### config.mk
export PLATFORM = sky130hd
export DESIGN_NAME = opsequencer
export DESIGN_NICKNAME = d
export VERILOG_FILES = /design/src/rtl/opsequencer.sv
export SDC_FILE = /design/constraint.sdc
export NUM_CORES = 1
export LEC_CHECK = 0
export BUFFER_PORTS_ARGS = -buffer_cell sky130_fd_sc_hd__buf_2
export CAP_MARGIN = 10
export CORE_ASPECT_RATIO = 2
export CORE_MARGIN = 3
export CORE_UTILIZATION = 51
export CTS_CLUSTER_DIAMETER = 50
export CTS_CLUSTER_SIZE = 24
export DETAILED_ROUTE_END_ITERATION = 10
export PLACE_DENSITY = 0.78
export SETUP_SLACK_MARGIN = 0.3
export SLEW_MARGIN = 30
export SYNTH_ARGS = -nofsm -noshare
export SYNTH_HDL_FRONTEND = slang
export SYNTH_SLANG_ARGS = --single-unit
### constraint.sdc
create_clock -name i_w_clk -period 2.2 [get_ports i_w_clk]
set_input_delay 0.11 -clock i_w_clk [delete_from_list [all_inputs] [get_ports i_w_clk]]
set_output_delay 0.11 -clock i_w_clk [all_outputs]
set_load 0.03 [all_outputs]
### src/rtl/opsequencer.sv
// rtl/opsequencer.sv - sequences load and per-operation reads of an operation register
// Latches operand/mask on start, walks the enabled opsels and packs each returned value.
module opsequencer #(
  parameter int WIDTH = 4
) (
  input  logic               i_w_clk,
  input  logic               i_w_reset,
  input  logic               i_w_start,
  input  logic [WIDTH-1:0]   i_w_operand,
  input  logic [3:0]         i_w_opmask,
  input  logic [WIDTH-1:0]   i_w_result,
  output logic [WIDTH-1:0]   o_w_data,
  output logic               o_w_we,
  output logic               o_w_oe,
  output logic [1:0]         o_w_opsel,
  output logic [4*WIDTH-1:0] o_w_results,
  output logic               o_w_busy,
  output logic               o_w_done
);

  typedef enum logic [2:0] {IDLE, LOAD, SEL, READ, DONE} state_t;

  state_t             state, state_next;
  logic [1:0]         k, k_next;
  logic [WIDTH-1:0]   operand;
  logic [3:0]         mask;
  logic [4*WIDTH-1:0] results;
  logic [3:0]         pending;
  logic               has_next;
  logic [1:0]         next_idx;
  logic               we_q, oe_q, busy_q, done_q;
  logic [1:0]         opsel_q;

  // From LOAD scan the whole mask; from READ only bits above the current op.
  always_comb begin
    pending  = (state == READ) ? (mask & (4'b1110 << k)) : mask;
    has_next = 1'b0;
    next_idx = 2'd0;
    for (int i = 3; i >= 0; i--) begin
      if (pending[i]) begin
        has_next = 1'b1;
        next_idx = 2'(i);
      end
    end
  end

  always_comb begin
    state_next = state;
    k_next     = k;
    case (state)
      IDLE: begin
        if (i_w_start) begin
          state_next = LOAD;
          k_next     = 2'd0;
        end
      end
      LOAD, READ: begin
        if (has_next) begin
          state_next = SEL;
          k_next     = next_idx;
        end else begin
          state_next = DONE;
        end
      end
      SEL:  state_next = READ;
      DONE: begin
        state_next = IDLE;
        k_next     = 2'd0;
      end
      default: begin
        state_next = IDLE;
        k_next     = 2'd0;
      end
    endcase
  end

  // Control outputs are flops fed from the next-state decode, so they never glitch.
  always_ff @(posedge i_w_clk or negedge i_w_reset) begin
    if (!i_w_reset) begin
      state   <= IDLE;
      k       <= 2'd0;
      operand <= '0;
      mask    <= 4'd0;
      results <= '0;
      we_q    <= 1'b0;
      oe_q    <= 1'b0;
      busy_q  <= 1'b0;
      done_q  <= 1'b0;
      opsel_q <= 2'd0;
    end else begin
      state <= state_next;
      k     <= k_next;
      if (state == IDLE && i_w_start) begin
        operand <= i_w_operand;
        mask    <= i_w_opmask;
        results <= '0;
      end
      if (state == READ) begin
        results[32'(k)*WIDTH +: WIDTH] <= i_w_result;
      end
      we_q    <= (state_next == LOAD);
      oe_q    <= (state_next == READ);
      busy_q  <= (state_next == LOAD) || (state_next == SEL) || (state_next == READ);
      done_q  <= (state_next == DONE);
      opsel_q <= ((state_next == SEL) || (state_next == READ)) ? k_next : 2'd0;
    end
  end

  assign o_w_data    = operand;
  assign o_w_results = results;
  assign o_w_we      = we_q;
  assign o_w_oe      = oe_q;
  assign o_w_busy    = busy_q;
  assign o_w_done    = done_q;
  assign o_w_opsel   = opsel_q;

endmodule
==> out/metrics.cfg <==
[outcome]
status = finished, final reports clean

[route]
drtAntennaViolNets = 0
highest_layer = met4
drt_pre_antenna_iters = 4
vias_after_detailed_routing = 1151
via_per_inst = 5.90
wl_per_cell_um = 16.1
met2WireLength_mm = 1.72
route.layer.met1.wl_mm = 1.10
number_of_drc_markers_after_the_initial_detailed_route_iteration = 11
route.final.wire_length_mm = 3.15
detailroute.wirelength.met3_um = 199
drt_drc_violations_left = 0

[sta]
final.min_clock_period_ns = 1.75
timing.final.setup_violations = 0
maxClockFrequency_ghz = 0.570
maxSlewHeadroom = 0.511
setup_tns_ns = 0
worst-slew-pin-transition_ns = 0.733
layout_worst_path_cycle_share = 0.797
hold_viol_final = 0
timing.final.max_slew_violations = 0
whs_ns = 0.0400
setup_repair_after_global_routing_missed_its_margin = yes
clock_skew_ns = 0.00622

[synthesis]
yosys_register_bits = 35
mappedNetlistArea_mm2 = 0.00151
synth_seq_area_share = 0.580
instance_count_of_the_mapped_netlist = 120
synth.net_count = 140
synth-edff-count = 0
yosys_warnings = 0
average_instance_area_after_synthesis_um2 = 12.6
synth.distinct_cells = 31
yosys.area_share.xor_xnor = 0
area_share_of_and_or_nand_nor_cells_after_synthesis = 0.119
largest_family_of_logic_cells_by_synthesized_area = compound AO/OA/AOI/OAI gates
ys_async_sr_fraction = 1.00
synth-main-ff-cell = sky130_fd_sc_hd__dfrtp_1
synth-compound-area-share = 0.172
synth.area.mux_share = 0.0522
post_synth_fa_ha_maj_area_fraction = 0.0415

[placement]
place_inst = 186
io_buffer_count = 40
dpl.hpwl_mm = 2.44
globalplace.congestion = 0.968

[floorplan]
fp.dieH_um = 82.9
floorplan.core_area_mm2 = 0.00280
floorplan.io_pins = 41
number_of_cell_rows = 27
overall_die_area_mm2 = 0.00369
die_width_um = 44.5
starting_density_of_the_core = 0.538

[critical_path]
worstSetupStartpointType = flop
worstPathBufferInverterCount = 1
crit_path_max_incr_delay_ns = 0.44
crit_path_cell_trace = inv_1 > ha_2 > a21boi_1 > a2bb2oi_2 > a311o_1 > nand2b_1
critPathSlowestCell = sky130_fd_sc_hd__dfrtp_2
rr_worst_depth = 6
regToRegEndpoint = o_w_busy
regToRegSetupSlack_ns = 0.45
timing_worst_setup_path_type = flop to flop
cp_top_family = compound AO/OA/AOI/OAI gates
end_kind = flop
r2r-start = k[0]
critical_path_required_ns = 2.37
worst-endpoint-arrival_ns = 1.93
cp_max_fo = 8

[power]
clockPowerShare = 0.163
power_switching_share = 0.422
power.net_switching_mw = 1.15
power-per-cell-area_mw_per_mm2 = 1480
share_seq_of_total_power = 0.379
power.leakage_nw = 0.926
comb_pwr_share = 0.458
cellInternalPower_mw = 1.57
vdd_ir_drop_max_v = 0.000905

[worst_hold_path]
worst_hold_path.num_cells = 3
hold_start = i_w_opmask[1]
min_path_type = input pin to flop
worst_min_delay_path_endpoint = mask[1]

[global_routing]
grt_antenna_before_repair = 0
grt_first_pass_wirelength_mm = 5.38
grt_start_max_net_pins = 36
grt_usage = 0.194
grt.overflow.total = 0
first_global_vias = 1196

[clock_tree]
clock_tree.buffer_depth = 2
insertion_delay_to_the_later_sink_of_the_worst_skew_pair_ns = 0.29
cts_htree_levels = 2
clock_root_buffer = sky130_fd_sc_hd__clkbuf_8
clk_transition_reported_paths_ns = 0.07
clock_buffer_count_from_cts = 5
clk_sinks = 35
tritoncts = done

[cells_and_area]
layout.cells.most_common_list = 40 x sky130_fd_sc_hd__buf_2, 34 x sky130_fd_sc_hd__dfrtp_1, 16 x sky130_fd_sc_hd__a22o_1
share_of_layout_cells_above_drive_strength_1 = 0.392
finish.cell_count_without_fillers = 195
final_net_count = 185
area_growth_pct = 21.9
mostFrequentLayoutCell = sky130_fd_sc_hd__buf_2
antenna_cells_inserted = 0

[flow_run]
max_cap_violations = 0

## tightest hold or removal path, cell delays in order
cell,delay (ns)
sky130_fd_sc_hd__buf_2,0.07
sky130_fd_sc_hd__nand2_1,0.03
sky130_fd_sc_hd__o21ai_0,0.06
## cells in the mapped netlist, types with 3 or more instances
master                    number  area, um2
sky130_fd_sc_hd__a21oi_1       6       30.0
sky130_fd_sc_hd__a22o_1       16        140
sky130_fd_sc_hd__buf_2         3       15.0
sky130_fd_sc_hd__dfrtp_1      35        876
sky130_fd_sc_hd__ha_1          5       62.6
sky130_fd_sc_hd__inv_1         5       18.8
sky130_fd_sc_hd__mux2_2        7       78.8
sky130_fd_sc_hd__nand2_1       6       22.5
sky130_fd_sc_hd__nor2_1        4       15.0
sky130_fd_sc_hd__o21ai_0       3       15.0
## per-layer routing
metal  vias up  GRT usage
met4         0      0.121
met1       566      0.194
met3        13     0.0477
met5         -          0
li1        526          -
met2        46      0.333
## worst max-delay path by stage
| stage | start | endpoint | cells after the start |
|---|---|---|---|
| global route | k[0] | o_w_busy | 6 |
| CTS | k[0] | o_w_opsel[1] | 6 |
| finish | k[0] | o_w_busy | 6 |
| global placement | k[0] | o_w_busy | 6 |
| detailed placement | k[0] | o_w_busy | 6 |
| floorplan | k[0] | o_w_opsel[1] | 6 |
## timing repair
item                                    in CTS  in global routing
buffers inserted                             0                  0
endpoints found under the hold margin       35                  0
gates resized for setup                      1                  4
hold buffers                                 1                  0
pin swaps                                    0                  1
endpoints found under the setup margin       4                 19
## final cells by class
class,instances,area (um2)
clock inverters,2,12.5
inverters,5,18.8
flip-flops and latches,35,877
fillers,232,965
well taps,29,36.3
clock buffers,6,72.6
repair buffers,43,225
multi-input cells,75,597
## metrics by stage
step / power [mW] / setup WS [ns] / utilization / cell area [um2]
2_1_floorplan: 1.93 / 0.522 / - / 1510
3_3_place_gp: 2.21 / 0.335 / 0.616 / 1730
3_5_place_dp: 2.25 / 0.195 / 0.616 / 1730
4_1_cts: 2.72 / 0.300 / 0.652 / 1830
5_1_grt: 2.90 / 0.293 / 0.656 / 1840
6_report: 2.72 / 0.446 / 0.656 / 1840
## registers in the layout, indices dropped and copies added (netlist names)
register     cells
o_w_opsel        2
mask             4
o_w_results     16
o_w_busy         1
k                2
o_w_we           1
state            3
o_w_done         1
o_w_oe           1
o_w_data         4
## power groups by stage
stage               Sequential, mW  Combinational (mW)  Clock (mW)
global placement              1.02                1.18           0
finish                        1.03                1.24       0.443
floorplan                     1.26               0.666           0
global route                  1.06                1.36       0.477
detailed placement            1.04                1.22           0
CTS                           1.02                1.24       0.457
## logic make-up (layout without fill, tap and decap cells)
group | Yosys count | in the layout
AO/OA/AOI/OAI | 34 | 34
adder cells (fa/ha/maj) | 5 | 5
buffers and inverters | 10 | 56
flip-flops | 35 | 35
multiplexers | 7 | 7
AND/OR/NAND/NOR | 29 | 29
Note: power is estimated with default switching activity, not from simulation.
